### config.mk
export PLATFORM = sky130hd
export DESIGN_NAME = rggen_register_access_driver
export DESIGN_NICKNAME = d
export VERILOG_FILES = /design/src/rtl/rggen_register_access_driver.sv
export SDC_FILE = /design/constraint.sdc
export NUM_CORES = 1
export LEC_CHECK = 0
export CORE_ASPECT_RATIO = 1.25
export CORE_MARGIN = 2
export CORE_UTILIZATION = 35
export CTS_BUF_LIST = sky130_fd_sc_hd__clkbuf_16
export DETAILED_ROUTE_END_ITERATION = 16
export PLACE_DENSITY = 0.86
export SLEW_MARGIN = 20
export SYNTH_ARGS = -nofsm -noshare
export SYNTH_HDL_FRONTEND = slang
export SYNTH_SLANG_ARGS = --single-unit
### constraint.sdc
create_clock -name i_clk -period 2.14 [get_ports i_clk]
set_clock_uncertainty 0.2 [all_clocks]
set_input_delay 0.321 -clock i_clk [delete_from_list [all_inputs] [get_ports i_clk]]
set_output_delay 0.321 -clock i_clk [all_outputs]
set_load 0.02 [all_outputs]
### src/rtl/rggen_register_access_driver.sv
// rggen_register_access_driver
//
// Register-side access driver for one register. It accepts a single bus
// request, decodes it against ADDRESS and issues one bit-field access
// strobe with registered read/write masks and write data. It then
// returns read data and status on a valid/ready response channel.
//
// Optional feature macro: RGGEN_ACCESS_DRIVER_WAIT_EN
//   When defined, adds i_field_ready. The ACCESS state then holds the
//   field strobe until the fields accept it.
//
// Ports:
//   i_clk, i_rst_n          clock, asynchronous active-low reset
//   i_req_*                 request channel (valid/ready, address, write, data, strobe)
//   o_rsp_*                 response channel (valid/ready, read data, status)
//   o_field_*               bit-field access (valid, read/write masks, write data)
//   i_field_read_data       combinational read data from the fields
//   i_field_ready           (WAIT_EN only) field access accepted
module rggen_register_access_driver #(
    parameter int                       ADDRESS_WIDTH = 8,
    parameter int                       DATA_WIDTH    = 32,
    parameter logic [ADDRESS_WIDTH-1:0] ADDRESS       = '0,
    parameter bit                       READABLE      = 1'b1,
    parameter bit                       WRITABLE      = 1'b1
) (
    input  logic                    i_clk,
    input  logic                    i_rst_n,
    input  logic                    i_req_valid,
    output logic                    o_req_ready,
    input  logic [ADDRESS_WIDTH-1:0] i_req_address,
    input  logic                    i_req_write,
    input  logic [DATA_WIDTH-1:0]   i_req_write_data,
    input  logic [DATA_WIDTH/8-1:0] i_req_strobe,
    output logic                    o_rsp_valid,
    input  logic                    i_rsp_ready,
    output logic [DATA_WIDTH-1:0]   o_rsp_read_data,
    output logic [1:0]              o_rsp_status,
    output logic                    o_field_valid,
    output logic [DATA_WIDTH-1:0]   o_field_read_mask,
    output logic [DATA_WIDTH-1:0]   o_field_write_mask,
    output logic [DATA_WIDTH-1:0]   o_field_write_data,
`ifdef RGGEN_ACCESS_DRIVER_WAIT_EN
    input  logic                    i_field_ready,
`endif
    input  logic [DATA_WIDTH-1:0]   i_field_read_data
);

    localparam int STRB_W = DATA_WIDTH / 8;
    localparam int LSB    = $clog2(STRB_W);
    // Byte-offset bits inside the register are don't-care for the decode.
    localparam logic [ADDRESS_WIDTH-1:0] ADDR_MASK = {ADDRESS_WIDTH{1'b1}} << LSB;

    localparam logic [1:0] STATUS_OKAY   = 2'b00;
    localparam logic [1:0] STATUS_SLVERR = 2'b10;
    localparam logic [1:0] STATUS_DECERR = 2'b11;

    typedef enum logic [1:0] {
        IDLE,
        ACCESS,
        RESPONSE
    } state_t;

    function automatic logic [DATA_WIDTH-1:0] expand_strobe(input logic [STRB_W-1:0] strobe);
        logic [DATA_WIDTH-1:0] mask;
        mask = '0;
        for (int i = 0; i < STRB_W; i++) begin
            mask[8*i+:8] = {8{strobe[i]}};
        end
        return mask;
    endfunction

    state_t state;
    logic   write_q;
    logic   hit;
    logic   permitted;
    logic   access_done;

    assign hit       = ((i_req_address ^ ADDRESS) & ADDR_MASK) == '0;
    assign permitted = i_req_write ? WRITABLE : READABLE;

`ifdef RGGEN_ACCESS_DRIVER_WAIT_EN
    assign access_done = i_field_ready;
`else
    assign access_done = 1'b1;
`endif

    always_ff @(posedge i_clk or negedge i_rst_n) begin
        if (!i_rst_n) begin
            state              <= IDLE;
            write_q            <= 1'b0;
            o_req_ready        <= 1'b1;
            o_rsp_valid        <= 1'b0;
            o_rsp_read_data    <= '0;
            o_rsp_status       <= STATUS_OKAY;
            o_field_valid      <= 1'b0;
            o_field_read_mask  <= '0;
            o_field_write_mask <= '0;
            o_field_write_data <= '0;
        end else begin
            case (state)
                IDLE: begin
                    if (i_req_valid) begin
                        write_q     <= i_req_write;
                        o_req_ready <= 1'b0;
                        if (hit && permitted) begin
                            state              <= ACCESS;
                            o_field_valid      <= 1'b1;
                            o_field_read_mask  <= i_req_write ? '0 : '1;
                            o_field_write_mask <= i_req_write ? expand_strobe(i_req_strobe) : '0;
                            o_field_write_data <= i_req_write_data;
                        end else begin
                            // Rejected requests skip the field access entirely.
                            state           <= RESPONSE;
                            o_rsp_valid     <= 1'b1;
                            o_rsp_status    <= hit ? STATUS_SLVERR : STATUS_DECERR;
                            o_rsp_read_data <= '0;
                        end
                    end
                end
                ACCESS: begin
                    if (access_done) begin
                        // Sampled on the closing edge: value before any read side effect.
                        state              <= RESPONSE;
                        o_field_valid      <= 1'b0;
                        o_field_read_mask  <= '0;
                        o_field_write_mask <= '0;
                        o_rsp_valid        <= 1'b1;
                        o_rsp_status       <= STATUS_OKAY;
                        o_rsp_read_data    <= write_q ? '0 : i_field_read_data;
                    end
                end
                RESPONSE: begin
                    if (i_rsp_ready) begin
                        state           <= IDLE;
                        o_rsp_valid     <= 1'b0;
                        o_rsp_status    <= STATUS_OKAY;
                        o_rsp_read_data <= '0;
                        o_req_ready     <= 1'b1;
                    end
                end
                default: begin
                    state              <= IDLE;
                    o_req_ready        <= 1'b1;
                    o_rsp_valid        <= 1'b0;
                    o_field_valid      <= 1'b0;
                    o_field_read_mask  <= '0;
                    o_field_write_mask <= '0;
                end
            endcase
        end
    end

endmodule

# Yosys cells after proc, flatten, opt, wreduce, memory -nomap -nowiden
# Cells that the tools add are included.
# classes
eq_ne,6
muxes,30
bitwise_logic,2
n_reduce_logical,10
# op_table
operator,count
$mux 32,10
$pmux 32 s2,2
$pmux 32 s3,1
$pmux 2 s3,2
$reduce_and 3->1,4
$mux 2,5
$logic_not 8->1,1
$ne 2x2->1 const B,4
$mux 1,7
$pmux 1 s3,2
$reduce_and 2->1,2
$reduce_and 4->1,1
$reduce_bool 3->1,1
$eq 2x1->1 const B,1
$eq 2x2->1 const B,1
$logic_not 2->1,1
$not 1->1,2
$pmux 1 s2,1
# totals
regBits,136
wordCells,58

# Depth between registers and ports, before layout
# logic_depth
word_depth,4
mapped_depth,10
mapped_depth_nobuf,6

# Worst setup path before layout
# Ideal clock, no wire load.
# synth_timing
kind,register to register
start,register state[0]
end,register o_rsp_read_data[10]
arrival_ps,1833
slack_ps,27
stages_incl_launch_ff,11
synth_period_minus_slack_ps,2113
cell_sequence,dfrtp_1 inv_1 ha_1 nor2b_4 buf_6 or3b_1 buf_2 nor2b_4 buf_6 buf_6 o22ai_2
# synth_between
elab_chain_cells,3
elab_cells_between_ends,9
classes_between,eq/ne (5); mux (1); reduce/logical (3)
# synth_lines
element,line,rtl
start: declaration,72,state_t state;
start signal: assignment,89,state <= IDLE;
start signal: assignment,106,state <= ACCESS;
start signal: assignment,113,state <= RESPONSE;
"$eq 2x2->1, or another cell as far along",100,case (state)
$ne 2x2->1 (no line) or $reduce_bool 3->1 (tied branches),-,
$reduce_and 4->1 (no line),-,
end signal: assignment,129,o_rsp_read_data <= write_q ? '0 : i_field_read_data;
end: declaration,36,"output logic [DATA_WIDTH-1:0] o_rsp_read_data,"
# Parallel ways exist; a longest one is shown, timed or not.
# A chain may end at the register's enable or synchronous reset.

==> run_results.csv <==
group,metric,value,unit
run_status,status,"finished, final reports clean",
sta,hold_violations,0,
setup_path,criticalPathCategory,"flip-flop to output port",
clocking,clockBufferDepth,2,
setup_path,required,1.62,ns
global_route,grt_pass1_wl,15400,µm
yosys,avgSynthCellArea,11.5,µm²
route,dr_total_vias,2985,
layout,seqCellArea,1900,µm²
yosys,ys_warn_count,0,
die,initial_core_util,0.359,
layout,area_growth,59.7,%
die,fp.dieH,120,µm
route,antenna_left,0,
route,wl_per_cell,15.4,µm
die,die_area,11700,µm²
clocking,postCtsSetupRepairBufs,0,
route,wl_met1,3730,µm
setup_path,setup.worst_path.end_class,"output port",
setup_path,worstPathArrival,1.54,ns
die,std_cell_rows,42,
yosys,ys_seq_area_frac,0.502,
power,ir_drop,0.523,mV
sta,finalSetupViolCount,0,
layout,multi_input_area,1320,µm²
placed_design,gp_congestion,0.845,
power,p_leak,2.58,nW
setup_path,reg2reg_setup_slack,0.10,ns
layout,nFillCells,853,
setup_path,cpPeakStageDelay,0.62,ns
clocking,clock_latency,0.32,ns
placed_design,io_buffers,211,
power,pwr-share-seq,0.305,
clocking,cts_buffers,9,
sta,fmax,485,MHz
min_path,hold_path.class,"input pin to async pin",
setup_path,crit_slowest_cell,"clkdlybuf4s50_1",
global_route,grt_max_degree,34,
power,combPwrFrac,0.435,
layout,final_area,6050,µm²
placed_design,post-dp-hpwl,7340,µm
power,pwr-share-clk,0.260,
yosys,synth_edf_count,0,
yosys,ys_seq_elements,76,
yosys,synthDistinctLibCells,30,
global_route,antenna_found_initial,0,
route,route.met3.wl,814,µm
layout,layout.nets,580,
layout,diodes,0,
route,routed-wl-met2,4990,µm
setup_path,rr_worst_depth,7,
setup_path,reg2reg_from,"state[0]",
global_route,grt_pass1_vias,3036,
yosys,synthCells,330,
setup_path,worst_setup_path_endpoint,"o_field_read_mask[23]",
sta,max_slew_margin,0.526,
placed_design,place_area,5760,µm²
route,drt_pre_antenna_iters,4,
flow_run,max_cap_viol_count,0,
yosys,syn_area,3790,µm²
die,die_x,97.1,µm
power,switching_share,0.342,
route,avgViaCountPerCell,4.72,
clocking,cts_tree,"done",
yosys,dominantRegCellSynth,"dfrtp_1",
sta,rsz0062_at_grt,"no",
sta,maxSlewViolCount,0,
placed_design,placedCellCount,616,
clocking,clkTransAtPathRegs,0.06,ns
global_route,gr-usage-all-layers,0.163,
sta,period_share,0.964,
setup_path,cp-startpoint,"o_field_read_mask[30]",
die,core,10600,µm²
setup_path,r2r-end,"o_rsp_read_data[21]",
setup_path,path_depth,2,
route,drtIter0Drc,70,
clocking,clock_sinks,76,
setup_path,start_kind,"flip-flop",
power,power_switching,0.00190,W
route,top_layer_used,"met4",
power,p_int,0.00367,W
layout,fin_cells,632,
die,ios,214,
clocking,htreeDepth,3,
layout,drive_gt1_frac,0.212,
route,drc,0,
setup_path,critical-path-top-delay-family,"buffers and inverters",
global_route,gr-total-overflow,0,
setup_path,crit_fanout,32,
setup_path,cp.buffers_inverters,2,
yosys,synthArstFlopShare,1.00,
route,wl,9710,µm
power,pwr_density_cell,920,nW/µm²
yosys,syn_nets,414,
setup_path,crit_chain,"buf_12 > clkdlybuf4s50_1",
sta,fin_crit,2.06,ns
clocking,root_buffer,"clkbuf_16",
sta,tightest_slew,0.710,ns
layout,fin_util,0.573,
## cells in the final DEF, fill, tap and decap left out
cell type and n:
clkdlybuf4s50_1 208, dfrtp_1 75, nand2_1 69, mux2_2 33
o22ai_2 30, buf_4 18, clkbuf_16 9, nor2_1 8
buf_12 6, inv_1 5, a22o_1 4, nor2b_4 3
nand3_1 3, o22ai_1 3, ha_1 3, a21o_1 2
dlymetal6s2s_1 2, nor4_4 1, a211oi_4 1, or3b_1 1
nand4_1 1, nor2b_1 1, o21ai_0 1, o31ai_1 1
nor3b_1 1, or4b_1 1, nor3_1 1, a21oi_1 1
a311oi_1 1, o22a_1 1, bufinv_16 1, clkinv_4 1
clkinvlp_4 1, clkinv_2 1, dlygate4sd3_1 1, dfstp_2 1
## area by class of cell
type,count,share of cell area
tap,132,0.0273
inverter,3,0.00186
multi-input combinational,171,0.218
clock inverter,6,0.00971
timing repair buffer,235,0.392
clock buffer,9,0.0372
sequential,76,0.314
## Yosys cell counts (all sizes together) (2+ instances only)
| cell | count | area [µm²] |
|---|---|---|
| dfrtp | 75 | 1880 |
| buf | 73 | 547 |
| nand2 | 69 | 259 |
| mux2 | 33 | 372 |
| o22ai | 33 | 394 |
| nor2 | 8 | 30.0 |
| clkbuf | 7 | 26.3 |
| a22o | 4 | 35.0 |
| nor2b | 4 | 40.0 |
| ha | 3 | 37.5 |
| inv | 3 | 11.3 |
| nand3 | 3 | 15.0 |
| a21o | 2 | 15.0 |
## timing repair
| item | in CTS | in global routing |
|---|---|---|
| hold buffers | 1 | 0 |
| gates resized for setup | 0 | 2 |
| endpoints found under the hold margin | 30 | 0 |
| setup endpoints to repair | 0 | 4 |
## sequential cells by signal (all words and copies together) (netlist names)
register            flops
o_field_read_mask       1
o_field_valid           1
o_field_write_data     32
o_field_write_mask      4
o_req_ready             1
o_rsp_read_data        32
o_rsp_status            1
o_rsp_valid             1
state                   2
write_q                 1
## cell families (layout without fill, tap and decap cells)
kind of cell	after synthesis	after routing	share of synthesized area
adder cells (fa/ha/maj)	3	3	0.00990
AND/OR/NAND/NOR	90	90	0.106
buffers and inverters	83	253	0.154
flip-flops	76	76	0.502
multiplexers	33	33	0.0980
AO/OA/AOI/OAI	45	45	0.130
## through the flow
| stage | setup slack [ns] | hold slack (ns) | setup TNS [ns] | power (W) |
|---|---|---|---|---|
| 6_report | 0.0762 | 0.307 | 0 | 0.00557 |
| 5_1_grt | 0.000742 | 0.317 | 0 | 0.00581 |
| 4_1_cts | 0.0424 | 0.294 | 0 | 0.00563 |
| 3_5_place_dp | -0.0851 | 0.106 | -3.54 | 0.00417 |
| 3_3_place_gp | -0.0516 | 0.104 | -2.42 | 0.00410 |
| 2_1_floorplan | 0.0275 | -0.175 | 0 | 0.00328 |
## metal layers
metal,up-vias,GRT usage
met4,0,0.0581
met5,-,0
met2,153,0.291
met3,14,0.0526
li1,1386,-
met1,1432,0.182
## worst min path at each step
stage	from	endpoint	slack [ns]
5_1_grt	o_field_write_data[21]	o_field_write_data[21]	0.32
4_1_cts	i_rst_n	o_field_write_data[17]	0.29
2_1_floorplan	i_rst_n	o_field_read_mask[30]	-0.17
3_5_place_dp	i_rst_n	o_field_write_data[2]	0.11
3_3_place_gp	i_rst_n	o_field_write_data[17]	0.10
6_report	i_rst_n	o_field_write_data[17]	0.31
## power groups by stage
stage | Sequential, W | Clock (W) | Combinational, W
4_1_cts | 0.00170 | 0.00148 | 0.00245
3_5_place_dp | 0.00173 | 0 | 0.00244
2_1_floorplan | 0.00191 | 0 | 0.00137
5_1_grt | 0.00172 | 0.00154 | 0.00255
6_report | 0.00170 | 0.00145 | 0.00242
3_3_place_gp | 0.00171 | 0 | 0.00239
(Power assumes the default switching activity.)
